$ cat config.mk
export PLATFORM = sky130hd
export DESIGN_NAME = audio_i2s_tx_flat
export DESIGN_NICKNAME = d
export VERILOG_FILES = /design/src/rtl/audio_i2s_tx_if.sv /design/src/rtl/audio_i2s_tx.sv /design/src/flat_wrapper.sv
export SDC_FILE = /design/constraint.sdc
export NUM_CORES = 1
export LEC_CHECK = 0
export BUFFER_PORTS_ARGS = -buffer_cell sky130_fd_sc_hd__buf_4
export CORE_MARGIN = 3
export CORE_UTILIZATION = 30
export CTS_CLUSTER_DIAMETER = 40
export CTS_CLUSTER_SIZE = 25
export DETAILED_ROUTE_END_ITERATION = 10
export PLACE_DENSITY = 0.54
export SYNTH_ARGS = -nofsm -noshare
export SYNTH_HDL_FRONTEND = slang
export SYNTH_SLANG_ARGS = --single-unit
$ cat constraint.sdc
create_clock -name clk -period 3.2 [get_ports clk]
set_clock_uncertainty 0.15 [all_clocks]
set_input_delay 0.64 -clock clk [delete_from_list [all_inputs] [get_ports clk]]
set_output_delay 0.64 -clock clk [all_outputs]
set_load 0.02 [all_outputs]
$ cat src/rtl/audio_i2s_tx_if.sv
// Stereo sample stream into the I2S transmitter: valid/ready handshake
// carrying one left/right pair per transfer.
interface audio_i2s_tx_if;
    logic               in_valid;
    logic               in_ready;
    logic signed [15:0] audio_left;
    logic signed [15:0] audio_right;

    // Sample producer
    modport master (
        output in_valid,
        output audio_left,
        output audio_right,
        input  in_ready
    );

    // I2S transmitter
    modport slave (
        input  in_valid,
        input  audio_left,
        input  audio_right,
        output in_ready
    );
endinterface

$ cat src/rtl/audio_i2s_tx.sv
// Left-justified I2S transmitter, 16 bits per channel.
// A 9-bit divider derives mclk (clk/4), sck (clk/16) and lrck (clk/512).
// A one-deep holding register decouples the sample source from the frame
// currently being shifted out; the frame registers reload only at the
// divider wrap (511 -> 0). An empty holding register at that point is an
// underrun: the previous frame repeats, or silence is sent when
// MUTE_ON_UNDERRUN is set.
module audio_i2s_tx #(
    parameter bit MUTE_ON_UNDERRUN = 1'b0
) (
    input  logic                clk,
    input  logic                rst,
    audio_i2s_tx_if.slave       bus,
    input  logic                mute,
    output logic                mclk,
    output logic                lrck,
    output logic                sck,
    output logic                sdin,
    output logic                frame_start,
    output logic                underrun,
    output logic [15:0]         underrun_cnt
);

    // Saturating increment for the underrun counter
    function automatic logic [15:0] sat_inc16(input logic [15:0] v);
        return (v == 16'hFFFF) ? v : v + 16'd1;
    endfunction

    logic        [8:0]  div_cnt;
    logic signed [15:0] hold_l;
    logic signed [15:0] hold_r;
    logic               hold_full;
    logic signed [15:0] frame_l;
    logic signed [15:0] frame_r;
    logic               boundary;
    logic               accept;
    logic        [3:0]  bit_idx;

    // The cycle in which div_cnt = 511; the edge ending it is the frame boundary
    assign boundary = (div_cnt == 9'd511);

    // Ready is forced low during reset so no sample can slip in
    assign bus.in_ready = !hold_full && !rst;
    assign accept       = bus.in_valid && bus.in_ready;

    // Clock outputs come straight from divider flops, so they cannot glitch
    assign mclk = div_cnt[1];
    assign sck  = div_cnt[3];
    assign lrck = div_cnt[8];

    // MSB first: bit 15 - div_cnt[7:4], and 15 - x equals ~x for 4 bits
    assign bit_idx = ~div_cnt[7:4];
    assign sdin    = lrck ? frame_r[bit_idx] : frame_l[bit_idx];

    // Free-running frame divider, wraps 511 -> 0 by overflow
    always_ff @(posedge clk) begin
        if (rst) begin
            div_cnt <= '0;
        end else begin
            div_cnt <= div_cnt + 9'd1;
        end
    end

    // Holding register: filled by the handshake, emptied at a frame boundary
    always_ff @(posedge clk) begin
        if (rst) begin
            hold_l    <= '0;
            hold_r    <= '0;
            hold_full <= 1'b0;
        end else if (accept) begin
            hold_l    <= bus.audio_left;
            hold_r    <= bus.audio_right;
            hold_full <= 1'b1;
        end else if (boundary && hold_full) begin
            hold_full <= 1'b0;
        end
    end

    // Frame reload, underrun accounting and the boundary status pulses
    always_ff @(posedge clk) begin
        if (rst) begin
            frame_l      <= '0;
            frame_r      <= '0;
            frame_start  <= 1'b0;
            underrun     <= 1'b0;
            underrun_cnt <= '0;
        end else begin
            frame_start <= boundary;
            underrun    <= boundary && !hold_full;
            if (boundary) begin
                if (hold_full) begin
                    // Hold is consumed even when the frame is muted
                    frame_l <= mute ? '0 : hold_l;
                    frame_r <= mute ? '0 : hold_r;
                end else begin
                    underrun_cnt <= sat_inc16(underrun_cnt);
                    if (mute || MUTE_ON_UNDERRUN) begin
                        frame_l <= '0;
                        frame_r <= '0;
                    end
                end
            end
        end
    end

endmodule

$ cat src/flat_wrapper.sv
// flat-port wrapper written by rule: the top's interface ports become plain ports
module audio_i2s_tx_flat 
#(
    parameter bit MUTE_ON_UNDERRUN = 1'b0
)
  (clk, rst, mute, mclk, lrck, sck, sdin, frame_start, underrun, underrun_cnt, bus_in_valid, bus_audio_left, bus_audio_right, bus_in_ready);
  audio_i2s_tx_if bus_i ();
  input  logic clk;
  input  logic rst;
  input  logic mute;
  output logic mclk;
  output logic lrck;
  output logic sck;
  output logic sdin;
  output logic frame_start;
  output logic underrun;
  output logic [15:0] underrun_cnt;
  input wire logic [$bits(bus_i.in_valid)-1:0] bus_in_valid;
  input wire logic [$bits(bus_i.audio_left)-1:0] bus_audio_left;
  input wire logic [$bits(bus_i.audio_right)-1:0] bus_audio_right;
  output wire logic [$bits(bus_i.in_ready)-1:0] bus_in_ready;
  assign bus_i.in_valid = bus_in_valid;
  assign bus_i.audio_left = bus_audio_left;
  assign bus_i.audio_right = bus_audio_right;
  assign bus_in_ready = bus_i.in_ready;
  audio_i2s_tx #(.MUTE_ON_UNDERRUN(MUTE_ON_UNDERRUN)) u_core (.clk(clk), .rst(rst), .bus(bus_i), .mute(mute), .mclk(mclk), .lrck(lrck), .sck(sck), .sdin(sdin), .frame_start(frame_start), .underrun(underrun), .underrun_cnt(underrun_cnt));
endmodule
==> impl_metrics.csv, run 1 <==
group,metric,value,unit
setup_path,cp_slowest_cell,"dfxtp_1",
routing,first_pass_iters,4,
global_route,track_usage,12.19,%
yosys,synth_top_area_cell,"dfxtp_1",
setup_path,worstPathRequired,2.41,ns
clock_tree,root_buffer,"clkbuf_16",
setup_path,arrival,2.21,ns
clock_tree,cts_made_buffers,9,
yosys,synth_area_per_cell,8.920,sq um
sta,slew_headroom,21.74,%
sta,finalSetupViolCount,0,
routing,drt.antenna.violating_nets,0,
layout,drive_gt1_share,20.04,%
yosys,synth.most_common_cell,"dfxtp_1",
power,ir_drop,0.2647,mV
yosys,synth.area.top_cells,"dfxtp_1 (49%), o21ai_0 (9.4%), nand2_1 (7.1%)",
clock_tree,clockBufferDepth,2,
layout,area_delta_synth_final,24.67,%
sta,rsz0062_at_grt,"false",
die,start_util,30.86,%
layout,nets,508,
die,fp.dieH,117.6,um
layout,design_area,0.004659,sq mm
power,powerDensity,527.7,mW/mm^2
yosys,synth_edf_count,0,
yosys,synth_top_area_share,49.28,%
outcome,status,"complete, no violations",
setup_path,max_stage_delay,0.63,ns
clock_tree,cts_tree,"done",
yosys,syn_area,0.003737,sq mm
routing,via_per_inst,4.709,
routing,vias,3023,
hold_path,min_path_cells,2,
sta,clock.fmax,0.3332,GHz
yosys,ys_async_sr_fraction,0,%
die,row_count,40,
clock_tree,clock_latency,0.33,ns
yosys,ys_top_cells_by_count,"dfxtp_1 (92), nand2_1 (71), o21ai_0 (70)",
die,coreArea,0.01211,sq mm
sta,hold_viol,0,
clock_tree,clk_pin_slew,0.06,ns
placement,globalplace.congestion,0.7948,
yosys,syn_inst,419,
sta,tns,0,ns
clock_tree,clock-sinks,92,
setup_path,path_max_fanout,10,
global_route,overflow,0,
die,pin_count,59,
setup_path,cp-end-kind,"output pin",
setup_path,crit_top_cell,"buf_4",
yosys,yosys_warnings,0,
global_route,grt_pass1_wl,13.99,mm
sta,finalCritPeriodShare,93.80,%
yosys,ys_ff_latch,92,
clock_tree,cts_resized,0,
setup_path,critPathLaunch,"u_core.div_cnt[5]$_SDFF_PP0_",
placement,place_inst,626,
routing,wl_per_cell,12.76,um
clock_tree,htreeDepth,3,
routing,totalWireLength,8.194,mm
routing,drc,0,
die,dieArea,0.01383,sq mm
hold_path,min_path_type,"reg2reg",
placement,numPortBuffers,58,
layout,stdcell_count,642,
setup_path,cp_cell_sequence,"buf_4, mux4_2, o2111ai_1, nand4_1, buf_4",
layout,utilization,38.47,%
setup_path,cp_top_family,"flip-flops",
placement,dpl_cell_area,0.004327,sq mm
yosys,synthFlopType,"dfxtp_1",
setup_path,path_depth,5,
sta,tightest_slew,1.173,ns
sta,report.final.slew_viol_count,0,
layout,diodes,0,
layout,fillers,1244,
die,die_x,117.6,um
setup_path,startpoint_type,"register",
job,cap_viol_max_count,0,
global_route,antenna_found_initial,0,
setup_path,ff2ff_setup_slack,0.52,ns
clock_tree,postCtsHoldBufs,0,
hold_path,worstHoldStart,"u_core.frame_l[6]$_SDFFE_PP0P_",
setup_path,reg2reg_from,"u_core.div_cnt[5]$_SDFF_PP0_",
global_route,grt_max_degree,65,
yosys,yosysSeqAreaShare,49.28,%
setup_path,rr_worst_depth,7,
routing,drt_iter0_markers,183,
setup_path,path_buf_inv,2,
power,leakagePower,1.729,nW
global_route,grt_pass1_vias,2960,
clock_tree,cts_setup_buffers,0,
setup_path,path_class,"reg2out",
yosys,syn_nets,458,
yosys,yosysUniqueCellTypes,42,
sta,layout_min_cycle_time,3.002,ns
placement,hpwl,5.712,mm
layout make-up:
class / count / area (sq um) / share of cell area [%]
flip-flops and latches: 92 / 1842 / 39.53
multi-input cells: 298 / 1787 / 38.35
repair buffers: 62 / 465.4 / 9.989
clock buffers: 10 / 239.0 / 5.129
well taps: 168 / 210.2 / 4.511
clock inverters: 6 / 93.84 / 2.014
inverters: 6 / 22.52 / 0.4834
power by group:
| group | internal [mW] | switching [mW] |
|---|---|---|
| combinational | 0.0554 | 0.0569 |
| clock | 0.712 | 0.446 |
| sequential | 1.18 | 0.0115 |
registers in the layout, indices dropped and copies added, names as in the netlist, 9 cells and up:
register / count
u_core.hold_l: 16
u_core.frame_l: 16
u_core.hold_r: 16
u_core.underrun_cnt: 16
u_core.div_cnt: 9
u_core.frame_r: 16
cells in the final DEF (no fill, tap or decap), types with 7 or more instances in the layout:
cell type  instances
nand2b_1          35
nor2_1            20
o21ai_0           70
buf_4             62
nand3_1            8
a21oi_1           10
dfxtp_1           92
or3_1              7
clkbuf_16          9
nand2_1           71
nor2b_1            9
stage by stage:
stage | worst slack [ns] | total power [mW] | hold WS [ns]
final | 0.1985 | 2.459 | 0.3093
after CTS | 0.1558 | 2.497 | 0.3146
after detailed placement | 0.5094 | 1.329 | 0.2986
after global routing | 0.006905 | 2.556 | 0.3348
after floorplan | 0.6890 | 1.274 | 0.2698
after global placement | 0.5362 | 1.325 | 0.2866
worst min-delay path: stages (launching register included):
cell and delay [ns]:
dfxtp_1 0.32, nand2_1 0.05, o21ai_0 0.06
layer usage:
metal	vias up	share of wire, %	GRT usage (%)
li1	1557	-	-
met1	1409	47	14.99
met2	55	48	20.41
met3	2	4.0	3.988
met4	0	0.79	3.516
met5	-	0	0
logic make-up after synthesis:
| group | Yosys count | synth area share [%] |
|---|---|---|
| flip-flops | 92 | 49.28 |
| adder cells (fa/ha/maj) | 3 | 1.004 |
| buffers and inverters | 29 | 3.013 |
| multiplexers | 17 | 6.763 |
| AND/OR/NAND/NOR | 174 | 23.94 |
| XOR/XNOR | 5 | 1.172 |
| AO/OA/AOI/OAI | 99 | 14.83 |
worst paths after layout:
path                                                             to
worst max register to register  u_core.underrun_cnt[4]$_SDFFE_PP0P_
worst min register to register       u_core.frame_l[6]$_SDFFE_PP0P_
worst max-delay path                                           sdin
worst min-delay path                 u_core.frame_l[6]$_SDFFE_PP0P_
No activity file was read; power rests on OpenSTA's default activity.
==> run 2, diff against run 1 <==
Settings changed: PLACE_DENSITY 0.54 to 0.44.
==> run 2 against run 1 <==
Combinational power is 4% higher. Clock power decreased by 10%. Die area did not move. Utilization decreased by 0.23 points. Clock-buffer cell count rose by 3. Flip-flop and latch count stayed put. Critical endpoint unchanged. Maximum frequency shrank 0.70%. Largest power group unchanged.
==> impl_metrics.csv, run 2 (synthesized netlist as in run 1, its figures left out) <==
group,metric,value,unit
outcome,status,"complete, no violations",
die,coreArea,0.01211,sq mm
setup_path,cp-end-kind,"output pin",
sta,finalCritPeriodShare,94.46,%
power,p_clk_share,44.3,%
sta,finalSetupViolCount,0,
clock_tree,cts_resized,0,
routing,vias,2986,
power,swShare,20.68,%
routing,wl_per_cell,12.98,um
die,start_util,30.86,%
die,pin_count,59,
setup_path,reg2reg_from,"u_core.div_cnt[5]$_SDFF_PP0_",
clock_tree,cts_made_buffers,9,
clock_tree,htreeDepth,3,
setup_path,arrival,2.23,ns
power,ir_drop,0.2568,mV
global_route,overflow,0,
routing,drt_iter0_markers,97,
power,intPower,1.857,mW
clock_tree,clock-sinks,92,
layout,final_cell_mix,"dfxtp_1 (92), nand2_1 (71), o21ai_0 (70)",
layout,diodes,0,
die,dieArea,0.01383,sq mm
sta,clock.fmax,0.3308,GHz
layout,nets,509,
job,cap_viol_max_count,0,
sta,report.final.slew_viol_count,0,
setup_path,path_max_fanout,10,
die,die_x,117.6,um
setup_path,worstPathRequired,2.41,ns
layout,fillers,1284,
setup_path,path_class,"reg2out",
layout,layout_commonest_cell,"dfxtp_1",
routing,first_pass_iters,4,
hold_path,min_path_type,"reg2reg",
layout,drive_gt1_share,19.41,%
global_route,antenna_found_initial,0,
power,powerDensity,505.4,mW/mm^2
clock_tree,cts_setup_buffers,0,
clock_tree,cts_tree,"done",
placement,hpwl,5.891,mm
power,seqPwrFrac,50.7,%
clock_tree,clk_pin_slew,0.06,ns
clock_tree,root_buffer,"clkbuf_16",
hold_path,hold_end,"u_core.frame_l[5]$_SDFFE_PP0P_",
sta,tns,0,ns
global_route,grt_max_degree,65,
power,p_sw,0.4842,mW
routing,drc,0,
die,row_count,40,
hold_path,min_path_cells,2,
global_route,grt_pass1_wl,14.32,mm
setup_path,r2r-end,"u_core.underrun_cnt[4]$_SDFFE_PP0P_",
placement,numPortBuffers,58,
sta,slew_headroom,63.05,%
setup_path,ff2ff_setup_slack,0.50,ns
hold_path,worstHoldStart,"u_core.frame_l[5]$_SDFFE_PP0P_",
power,pwr-share-comb,5.0,%
power,leakagePower,1.719,nW
sta,tightest_slew,0.5536,ns
sta,hold_viol,0,
sta,rsz0062_at_grt,"false",
routing,totalWireLength,8.333,mm
clock_tree,clockBufferDepth,2,
placement,globalplace.congestion,0.7600,
layout,area_delta_synth_final,23.94,%
clock_tree,clock_latency,0.33,ns
routing,drt.antenna.violating_nets,0,
layout,utilization,38.24,%
setup_path,startpoint_type,"register",
setup_path,rr_worst_depth,7,
global_route,grt_pass1_vias,2843,
global_route,track_usage,12.51,%
routing,via_per_inst,4.651,
clock_tree,postCtsHoldBufs,0,
sta,layout_min_cycle_time,3.023,ns
die,fp.dieH,117.6,um
run 2: cell types whose count changed in the layout (fill, tap and decap cells not counted), sizes merged:
cell	delta
clkinvlp	-1
inv	-2
bufinv	-1
clkbuf	+3
buf	+1
run 2: power groups by stage:
stage               sequential (mW)  combinational, mW  clock, mW
floorplan                      1.21             0.0609          0
global placement               1.21              0.118          0
detailed placement             1.21              0.119          0
CTS                            1.19              0.120       1.07
global route                   1.19              0.133       1.13
finish                         1.19              0.116       1.04
run 2: how the worst max path moves through the flow:
stage	endpoint	slack, ns	start	cells after the start
floorplan	u_core.underrun_cnt[4]$_SDFFE_PP0P_	0.69	u_core.div_cnt[1]$_SDFF_PP0_	9
global placement	sdin	0.53	u_core.div_cnt[5]$_SDFF_PP0_	5
detailed placement	u_core.underrun_cnt[4]$_SDFFE_PP0P_	0.46	u_core.div_cnt[5]$_SDFF_PP0_	7
CTS	sdin	0.11	u_core.div_cnt[5]$_SDFF_PP0_	5
global route	sdin	0.03	u_core.div_cnt[5]$_SDFF_PP0_	5
finish	sdin	0.18	u_core.div_cnt[5]$_SDFF_PP0_	5
run 2: cell type report:
| class | count | area, sq um | share of cell area (%) |
|---|---|---|---|
| Clock inverter | 2 | 35.03 | 0.7563 |
| Inverter | 6 | 22.52 | 0.4862 |
| Tap cell | 168 | 210.2 | 4.538 |
| Sequential cell | 92 | 1842 | 39.76 |
| Clock buffer | 13 | 250.2 | 5.402 |
| Timing Repair Buffer | 63 | 485.5 | 10.48 |
| Multi-Input combinational cell | 298 | 1787 | 38.57 |
run 2: through the flow:
| step | area [sq um] | setup slack (ns) | hold WS, ns | total power [mW] | std cells |
|---|---|---|---|---|---|
| floorplan | 3737 | 0.6890 | 0.2698 | 1.274 | 419 |
| global placement | 4347 | 0.5280 | 0.2912 | 1.331 | 627 |
| detailed placement | 4347 | 0.4637 | 0.2930 | 1.333 | 627 |
| CTS | 4632 | 0.1132 | 0.3076 | 2.382 | 642 |
| global route | 4632 | 0.03113 | 0.3206 | 2.449 | 642 |
| finish | 4632 | 0.1774 | 0.3028 | 2.341 | 642 |
run 2: critical path: stages (launching register included):
cell       delay (ns)
dfxtp_1          0.63
buf_4            0.24
mux4_2           0.50
o2111ai_1        0.20
nand4_1          0.14
buf_4            0.18
run 2: per-layer routing:
metal  vias up  track usage (%)  wire length, um
li1       1556                -                -
met1      1377            17.05             4148
met2        43            19.58             3799
met3        10            3.123              277
met4         0            3.810              107
met5         -                0                0
